`config.mk`:
```
export PLATFORM = sky130hd
export DESIGN_NAME = apb_req_sched
export DESIGN_NICKNAME = d
export VERILOG_FILES = /design/src/rtl/apb_sched_pkg.sv /design/src/rtl/apb_req_sched_rr_arb2.sv /design/src/rtl/apb_req_sched.sv
export SDC_FILE = /design/constraint.sdc
export NUM_CORES = 1
export LEC_CHECK = 0
export CORE_MARGIN = 4
export CORE_UTILIZATION = 41
export CTS_CLUSTER_DIAMETER = 100
export CTS_CLUSTER_SIZE = 8
export DETAILED_ROUTE_END_ITERATION = 7
export GPL_ROUTABILITY_DRIVEN = 0
export PLACE_DENSITY = 0.93
export SYNTH_ARGS = -nofsm -noshare
export SYNTH_HDL_FRONTEND = slang
export SYNTH_SLANG_ARGS = --single-unit
```
`constraint.sdc`:
```
create_clock -name clk -period 4.58 [get_ports clk]
set_input_delay 1.145 -clock clk [delete_from_list [all_inputs] [get_ports clk]]
set_output_delay 1.145 -clock clk [all_outputs]
set_load 0.02 [all_outputs]
```
`src/rtl/apb_sched_pkg.sv`:
```
// Shared definitions for the two-requester APB scheduler: FSM state
// encoding and the default interface widths.
package apb_sched_pkg;

  // Default widths and wait limit used by apb_req_sched parameters
  localparam int ADDR_W_DEF  = 32;
  localparam int DATA_W_DEF  = 32;
  localparam int STRB_W_DEF  = 2;
  localparam int TIMEOUT_DEF = 255;

  // Scheduler FSM state type and encodings
  typedef logic [1:0] state_t;
  localparam state_t ST_IDLE   = 2'd0;
  localparam state_t ST_SETUP  = 2'd1;
  localparam state_t ST_ACCESS = 2'd2;

endpackage

```
`src/rtl/apb_req_sched_rr_arb2.sv`:
```
// Two-way round-robin arbiter. Grant is one-hot and combinational from the
// valids; the "last served" pointer moves only when the caller strobes
// i_advance (a transfer was actually taken).
module rr_arb2 (
  input  logic       clk,
  input  logic       reset,
  input  logic [1:0] i_valid,
  input  logic       i_advance,
  output logic [1:0] o_grant
);

  // 1 means requester 1 was served last, so requester 0 wins the next tie
  logic r_last;

  // Grant selection: single requester wins outright, a tie goes to the other one
  always_comb begin
    o_grant = 2'b00;
    case (i_valid)
      2'b01:   o_grant = 2'b01;
      2'b10:   o_grant = 2'b10;
      2'b11:   o_grant = r_last ? 2'b01 : 2'b10;
      default: o_grant = 2'b00;
    endcase
  end

  // Pointer update; reset leaves requester 0 favoured
  always_ff @(posedge clk) begin
    if (reset) begin
      r_last <= 1'b1;
    end else if (i_advance) begin
      r_last <= o_grant[1];
    end else begin
      r_last <= r_last;
    end
  end

endmodule

```
`src/rtl/apb_req_sched.sv`:
```
// Two-requester APB scheduler: arbitrates between two request ports, runs
// one APB transfer at a time (IDLE -> SETUP -> ACCESS) with an ACCESS-phase
// timeout, and returns a one-cycle completion pulse tagged with the owner.
module apb_req_sched
  import apb_sched_pkg::*;
#(
  parameter int ADDR_W  = ADDR_W_DEF,
  parameter int DATA_W  = DATA_W_DEF,
  parameter int STRB_W  = STRB_W_DEF,
  parameter int TIMEOUT = TIMEOUT_DEF
) (
  input  logic                clk,
  input  logic                reset,
  input  logic [1:0]          req_valid,
  output logic [1:0]          req_ready,
  input  logic [1:0]          req_write,
  input  logic [2*ADDR_W-1:0] req_addr,
  input  logic [2*DATA_W-1:0] req_wdata,
  input  logic [2*STRB_W-1:0] req_strb,
  output logic                rsp_valid,
  output logic                rsp_id,
  output logic [DATA_W-1:0]   rsp_rdata,
  output logic                rsp_err,
  output logic                psel,
  output logic                penable,
  output logic                pwrite,
  output logic [ADDR_W-1:0]   paddr,
  output logic [DATA_W-1:0]   pwdata,
  output logic [STRB_W-1:0]   pstrb,
  input  logic [DATA_W-1:0]   prdata,
  input  logic                pready,
  input  logic                pslverr
);

  localparam int CNT_W = $clog2(TIMEOUT + 1);
  // Counter value in the last ACCESS cycle before the timeout fires
  localparam logic [CNT_W-1:0] TO_LAST = CNT_W'(TIMEOUT - 1);

  state_t              r_state;
  logic                r_psel;
  logic                r_penable;
  logic                r_pwrite;
  logic [ADDR_W-1:0]   r_paddr;
  logic [DATA_W-1:0]   r_pwdata;
  logic [STRB_W-1:0]   r_pstrb;
  logic                r_id;
  logic [CNT_W-1:0]    r_cnt;
  logic                r_rsp_valid;
  logic                r_rsp_id;
  logic [DATA_W-1:0]   r_rsp_rdata;
  logic                r_rsp_err;

  logic [1:0]          w_grant;
  logic                w_accept;
  logic                w_sel;
  logic                w_wr;
  logic [ADDR_W-1:0]   w_addr;
  logic [DATA_W-1:0]   w_wdata;
  logic [STRB_W-1:0]   w_strb;

  rr_arb2 u_arb (
    .clk       (clk),
    .reset     (reset),
    .i_valid   (req_valid),
    .i_advance (w_accept),
    .o_grant   (w_grant)
  );

  // Ready only in IDLE and only toward the granted, valid requester
  assign req_ready = ((r_state == ST_IDLE) && !reset) ? (w_grant & req_valid) : 2'b00;
  assign w_accept  = |req_ready;
  assign w_sel     = w_grant[1];

  // Field mux for the requester being accepted
  always_comb begin
    w_wr    = req_write[0];
    w_addr  = req_addr[ADDR_W-1:0];
    w_wdata = req_wdata[DATA_W-1:0];
    w_strb  = req_strb[STRB_W-1:0];
    if (w_sel) begin
      w_wr    = req_write[1];
      w_addr  = req_addr[2*ADDR_W-1:ADDR_W];
      w_wdata = req_wdata[2*DATA_W-1:DATA_W];
      w_strb  = req_strb[2*STRB_W-1:STRB_W];
    end else begin
      w_wr    = req_write[0];
      w_addr  = req_addr[ADDR_W-1:0];
      w_wdata = req_wdata[DATA_W-1:0];
      w_strb  = req_strb[STRB_W-1:0];
    end
  end

  // Transfer FSM, APB bus registers, timeout counter and response registers
  always_ff @(posedge clk) begin
    if (reset) begin
      r_state     <= ST_IDLE;
      r_psel      <= 1'b0;
      r_penable   <= 1'b0;
      r_pwrite    <= 1'b0;
      r_paddr     <= '0;
      r_pwdata    <= '0;
      r_pstrb     <= '0;
      r_id        <= 1'b0;
      r_cnt       <= '0;
      r_rsp_valid <= 1'b0;
      r_rsp_id    <= 1'b0;
      r_rsp_rdata <= '0;
      r_rsp_err   <= 1'b0;
    end else begin
      r_rsp_valid <= 1'b0;
      case (r_state)
        ST_IDLE: begin
          if (w_accept) begin
            r_state   <= ST_SETUP;
            r_psel    <= 1'b1;
            r_penable <= 1'b0;
            r_pwrite  <= w_wr;
            r_paddr   <= w_addr;
            r_pwdata  <= w_wdata;
            // Reads drive no byte lanes
            r_pstrb   <= w_wr ? w_strb : '0;
            r_id      <= w_sel;
          end else begin
            r_state <= ST_IDLE;
          end
        end
        ST_SETUP: begin
          r_state   <= ST_ACCESS;
          r_penable <= 1'b1;
          r_cnt     <= '0;
        end
        ST_ACCESS: begin
          if (pready) begin
            // Completer answered; wins even in the cycle the timeout would fire
            r_state     <= ST_IDLE;
            r_psel      <= 1'b0;
            r_penable   <= 1'b0;
            r_cnt       <= '0;
            r_rsp_valid <= 1'b1;
            r_rsp_id    <= r_id;
            r_rsp_rdata <= r_pwrite ? '0 : prdata;
            r_rsp_err   <= pslverr;
          end else if (r_cnt == TO_LAST) begin
            // Completer never answered: close the transfer with an error
            r_state     <= ST_IDLE;
            r_psel      <= 1'b0;
            r_penable   <= 1'b0;
            r_cnt       <= '0;
            r_rsp_valid <= 1'b1;
            r_rsp_id    <= r_id;
            r_rsp_rdata <= '0;
            r_rsp_err   <= 1'b1;
          end else begin
            r_cnt <= r_cnt + CNT_W'(1);
          end
        end
        default: begin
          r_state   <= ST_IDLE;
          r_psel    <= 1'b0;
          r_penable <= 1'b0;
        end
      endcase
    end
  end

  assign psel      = r_psel;
  assign penable   = r_penable;
  assign pwrite    = r_pwrite;
  assign paddr     = r_paddr;
  assign pwdata    = r_pwdata;
  assign pstrb     = r_pstrb;
  assign rsp_valid = r_rsp_valid;
  assign rsp_id    = r_rsp_id;
  assign rsp_rdata = r_rsp_rdata;
  assign rsp_err   = r_rsp_err;

endmodule

```
==> flow_summary.json, run 1 <==
{
  "outcome": "completed",
  "drive_above_1_share": 0.06495,
  "synth.distinct_cells": 37,
  "cp_max_fo": 5,
  "drtIter0Drc": 264,
  "dp_cells": 850,
  "clk_pin_slew_worst_paths_ns": 0.06,
  "synth_top_flop_cell": "dfxtp_1",
  "setup_tns_ns": 0,
  "finalSetupViolations": 0,
  "die_h_um": 115.8,
  "reg2regPathDepth": 6,
  "r2r_start": "u_arb.r_last$_SDFFE_PP1P_",
  "slew_headroom": 0.3805,
  "swShare": 0.2603,
  "worstHoldEndpoint": "penable$_SDFFE_PP0P_",
  "ant_nets": 0,
  "dpl_cell_area_um2": 7528,
  "r2r_slack_ns": 2.30,
  "drc_errors": 0,
  "hpwl_um": 11480,
  "hold_path_depth": 2,
  "path_depth": 4,
  "preCtsSetupSlack_ns": 0.7628,
  "synth_most_common_cell": "dfxtp_1",
  "finalMaxSlewViolations": 0,
  "antenna_found_initial": 0,
  "num_vias": 4525,
  "slowest_delay_ns": 0.62,
  "switchingPower_w": 0.0007973,
  "end_kind": "primary output",
  "fmaxAchievable_mhz": 261.7,
  "rows": 39,
  "synthesis.nets": 639,
  "finalCritPeriodShare": 0.8342,
  "netlist_instances": 462,
  "crit_chain": "clkdlybuf4s50_1 -> a21boi_4 -> and2_1 -> clkdlybuf4s50_1",
  "reg2reg_to": "pwrite$_SDFFE_PP0P_",
  "worst-setup-path-type": "input port to primary output",
  "grt_pass1_wl_um": 23150,
  "pwr-share-clk": 0.447,
  "fin_crit_ns": 3.821,
  "htreeDepth": 4,
  "hold_violations": 0,
  "max-clock-path-buffers": 2,
  "finalNonFillerCells": 882,
  "synth_seq_area_share": 0.4878,
  "tritoncts": "built",
  "postCtsSetupBuffers": 0,
  "cap_violations": 0,
  "hold_path.class": "flop to flop",
  "p_int_w": 0.002266,
  "synth_edf_count": 0,
  "max-vdd-ir-drop_uv": 243.7,
  "yosys.area.top_type": "dfxtp_1",
  "dieArea_um2": 13400,
  "grt_usage": 0.2209,
  "crit_required_ns": 3.43,
  "grt_start_max_net_pins": 83,
  "fin_area_um2": 8154,
  "ys_seq_elements": 116,
  "cts_resized": 0,
  "fin_ws_ns": 0.7593,
  "crit_family": "buffers and inverters",
  "min_from": "penable$_SDFFE_PP0P_",
  "via_per_inst": 5.130,
  "tightest_slew_ns": 0.9293,
  "nets": 903,
  "leakage_nw": 3.084,
  "p_per_area_nw_per_um2": 375.7,
  "start_util": 0.4187,
  "syn_area_per_cell_um2": 10.30,
  "finalWirelength_um": 15680,
  "synthTopCellsByArea": "dfxtp_1 (49%), mux2i_1 (15%), a211oi_1 (10%)",
  "io_pins": 278,
  "rsz0062_at_grt": "no",
  "cts_root_buf": "clkbuf_16",
  "coreArea_um2": 11370,
  "cts_buffers": 17,
  "synthDominantCellAreaShare": 0.4878,
  "drt_first_pass_iters": 4,
  "cp.arrival_ns": 2.68,
  "clk-insertion-delay-late_ns": 0.41,
  "wl_per_cell_um": 17.78,
  "syn2layout_area_growth_pct": 71.27,
  "crit_top_cell": "clkdlybuf4s50_1",
  "clock_skew_ns": 0.01182,
  "seqPwrFrac": 0.362,
  "async_flop_share": 0,
  "antenna_cells": 0,
  "synth_common_cells": "dfxtp_1 (116), nor2_1 (81), mux2i_1 (70), a211oi_1 (64), a22o_1 (32)",
  "nFillCells": 793,
  "grt.overflow.total": 0,
  "slowest_stage": "clkdlybuf4s50_1",
  "holdBufCountCts": 0,
  "worst-path-buf-inv": 2,
  "cts_sinks": 116,
  "yosysWarnings": 0,
  "startpoint_type": "input port",
  "netlist_area_um2": 4761,
  "io_buffers": 277,
  "pwr-share-comb": 0.190,
  "grt_pass1_vias": 4627,
  "dieWidth_um": 115.8
}
## power groups by stage
stage	logic (W)	clock network [W]	registers, W
after floorplan	0.000209	0	0.00120
after global placement	0.000566	0	0.00113
after detailed placement	0.000580	0	0.00113
after CTS	0.000586	0.00139	0.00111
after global routing	0.000624	0.00144	0.00112
final	0.000583	0.00137	0.00111
## area by class of cell
class | count | area [µm²] | area share
Multi-Input combinational cell | 304 | 2207 | 0.2707
Timing Repair Buffer | 283 | 2813 | 0.3449
Inverter | 4 | 15.01 | 0.001841
Clock buffer | 18 | 439.2 | 0.05386
Tap cell | 143 | 178.9 | 0.02194
Clock inverter | 14 | 178.9 | 0.02194
Sequential cell | 116 | 2322 | 0.2848
## layout by cell type, fill, tap and decap left out, drive strengths merged, types with 2 or more instances in the layout
cell,netlist,routed
nand2,7,7
clkinvlp,0,3
xor2,4,4
o21ai,2,2
dfxtp,116,116
a22o,32,32
xnor2,3,3
nor2b,2,2
clkinv,0,7
ha,5,5
nand4,4,4
inv,4,5
a211oi,66,66
clkdlybuf4s50,0,276
mux2i,70,70
clkbuf,15,18
bufinv,0,3
o21bai,2,2
o2bb2ai,2,2
nor2,82,82
nand2b,5,5
a21boi,2,2
buf,23,7
a21oi,6,6
nor3,3,3
## metrics by stage
step	hold slack, ns	utilization	power (W)
3_5_place_dp	0.4607	0.6622	0.001711
6_report	0.4767	0.7172	0.003063
3_3_place_gp	0.4448	0.6622	0.001693
5_1_grt	0.4933	0.7172	0.003177
4_1_cts	0.4800	0.7165	0.003081
2_1_floorplan	0.4523	-	0.001409
## worst max path at each step
stage / start / to / slack [ns]
2_1_floorplan: req_valid[1] / req_ready[1] / 1.50
3_3_place_gp: req_valid[1] / req_ready[1] / 0.82
3_5_place_dp: req_valid[1] / req_ready[1] / 0.76
4_1_cts: req_valid[1] / req_ready[1] / 0.75
5_1_grt: req_valid[1] / req_ready[1] / 0.69
6_report: req_valid[1] / req_ready[1] / 0.76
## state kept, by name, indices dropped and copies added (netlist names), 2 cells and up
register,flops
paddr,32
pstrb,2
rsp_rdata,32
r_cnt,8
pwdata,32
r_state,2
## metal layers
metal	wire (µm)	global-route usage	vias to the layer above
met2	8141	0.3962	192
met3	1316	0.06527	33
met4	457	0.1005	0
li1	-	-	2209
met5	0	0	-
met1	5765	0.2399	2091
## cell families (layout without fill, tap and decap cells)
logic type / Yosys count / count (layout) / share of synthesized area
DFF: 116 / 116 / 0.4878
AOI/OAI and AO/OA: 114 / 114 / 0.1871
and+or+nand+nor: 107 / 107 / 0.09592
muxes: 71 / 71 / 0.1495
buffers and inverters: 42 / 319 / 0.05361
xor gates and xnor gates: 7 / 7 / 0.01288
adders and majority gates: 5 / 5 / 0.01314
## worst register-to-register path: cells and delay by family (launching register included)
kind                   cells  cell delay [ns]
buffers and inverters      2             0.99
muxes                      1             0.45
and+or+nand+nor            1             0.10
DFF                        1             0.36
AOI/OAI and AO/OA          2             0.22
Note: power is estimated with default switching activity, not from simulation.
==> inputs of run 2 (changes only) <==
- CORE_UTILIZATION: 41 -> 38
- PLACE_DENSITY: 0.93 -> 0.88
- clock period: 4.58 -> 3.8 ns (I/O delays scaled with it)
==> run 2 against run 1 <==
Net effect: sequential power is 21% higher; largest cell class unchanged; clock power is 28% higher; combinational power is 20% higher; critical path type unchanged; via count is 0.62% lower; global-route usage is 1.4 points lower; largest power group unchanged.
==> flow_summary.json, run 2 (synthesis gave the netlist of run 1 again) <==
{
  "die_h_um": 119.9,
  "cts_sinks": 116,
  "grt_pass1_vias": 4600,
  "io_pins": 278,
  "grt_usage": 0.2069,
  "finalSetupViolations": 0,
  "crit_chain": "clkdlybuf4s50_1 -> a21boi_4 -> and2_1 -> clkdlybuf4s50_1",
  "cp_max_fo": 5,
  "p_per_area_nw_per_um2": 461.7,
  "dieArea_um2": 14380,
  "coreArea_um2": 12160,
  "leakage_nw": 3.102,
  "clk-insertion-delay-late_ns": 0.40,
  "start_util": 0.3915,
  "min_from": "rsp_rdata[15]$_SDFFE_PP0P_",
  "fmaxAchievable_mhz": 290.3,
  "fin_ws_ns": 0.3548,
  "finalMaxSlewViolations": 0,
  "clock_skew_ns": 0.01139,
  "finalCritPeriodShare": 0.9066,
  "holdBufCountCts": 0,
  "startpoint_type": "input port",
  "fin_crit_ns": 3.445,
  "preCtsSetupSlack_ns": 0.3596,
  "num_vias": 4497,
  "drt_first_pass_iters": 4,
  "setup_tns_ns": 0,
  "tightest_slew_ns": 0.8259,
  "slowest_stage": "clkdlybuf4s50_1",
  "max-vdd-ir-drop_uv": 309.0,
  "startpoint": "req_valid[1]",
  "drc_errors": 0,
  "cts_resized": 0,
  "grt_pass1_wl_um": 23730,
  "dieWidth_um": 119.9,
  "hpwl_um": 11530,
  "r2r_start": "r_state[0]$_SDFFE_PP0P_",
  "wl_per_cell_um": 16.82,
  "antenna_cells": 0,
  "slowest_delay_ns": 0.61,
  "rows": 40,
  "antenna_found_initial": 0,
  "worst-path-buf-inv": 2,
  "finalWirelength_um": 15250,
  "cts_root_buf": "clkbuf_16",
  "outcome": "completed",
  "worst-setup-path-type": "input port to primary output",
  "crit_top_cell": "clkdlybuf4s50_1",
  "final_common_cell": "clkdlybuf4s50_1",
  "grt_start_max_net_pins": 81,
  "io_buffers": 277,
  "cp.arrival_ns": 2.50,
  "drtIter0Drc": 261,
  "postCtsSetupBuffers": 0,
  "crit_required_ns": 2.85,
  "cap_violations": 0,
  "rsz0062_at_grt": "no",
  "grt.overflow.total": 0,
  "slew_headroom": 0.4494,
  "tritoncts": "built",
  "end_kind": "primary output",
  "hold_path.class": "flop to flop",
  "fin_util": 0.6769,
  "clk_pin_slew_worst_paths_ns": 0.05,
  "htreeDepth": 4,
  "cts_buffers": 17,
  "power_w": 0.003801,
  "syn2layout_area_growth_pct": 72.90,
  "ant_nets": 0,
  "crit_family": "buffers and inverters",
  "via_per_inst": 4.958,
  "hold_violations": 0,
  "max-clock-path-buffers": 2,
  "nets": 903,
  "layout_common_cells": "clkdlybuf4s50_1 (276), dfxtp_1 (116), nor2_1 (81)",
  "drive_above_1_share": 0.06360
}
-- run 2: cell types whose count changed in the layout (fill, tap and decap cells not counted), sizes merged --
cell,delta
bufinv,+2
clkbuf,+2
clkinv,-4
clkinvlp,+1
inv,-1
-- run 2: routing by layer --
layer,GRT usage,vias up,wire length (µm)
met2,0.3776,175,8132
met4,0.08447,0,320
met3,0.06315,26,1056
met5,0,-,0
met1,0.2206,2087,5742
li1,-,2209,-
-- run 2: area by class of cell --
cell class | count | area, µm²
fillers | 880 | 3930
flip-flops and latches | 116 | 2322
well taps | 168 | 210.2
clock inverters | 12 | 202.7
repair buffers | 283 | 2825
clock buffers | 20 | 456.7
inverters | 4 | 15.01
multi-input cells | 304 | 2200
-- run 2: path summary, 6_finish.rpt --
kind / end / cells past startpoint / slack, ns
worst min-delay path: rsp_rdata[15]$_SDFFE_PP0P_ / 1 / 0.48
worst max-delay path: req_ready[1] / 4 / 0.35
worst max register to register: paddr[18]$_SDFFE_PP0P_ / 7 / 1.77
worst min register to register: rsp_rdata[15]$_SDFFE_PP0P_ / 1 / 0.48
-- run 2: worst register-to-register path: cells and delay by family (launching register included) --
kind	cells	cell delay, ns
buffers and inverters	2	0.62
AND/OR/NAND/NOR	3	0.36
flip-flops	1	0.32
adder cells (fa/ha/maj)	1	0.31
AO/OA/AOI/OAI	1	0.31
-- run 2: report_power, final --
part / switching (W) / internal, W
sequential: 0.0000426 / 0.00130
combinational: 0.000320 / 0.000382
clock: 0.000562 / 0.00120
total: 0.000924 / 0.00288
-- run 2: per-stage QoR --
stage / area (µm²) / hold slack (ns) / std cells
CTS: 8232 / 0.4810 / 907
floorplan: 4761 / 0.4523 / 462
finish: 8232 / 0.4770 / 907
global route: 8232 / 0.4961 / 907
detailed placement: 7572 / 0.4600 / 875
global placement: 7572 / 0.4578 / 875
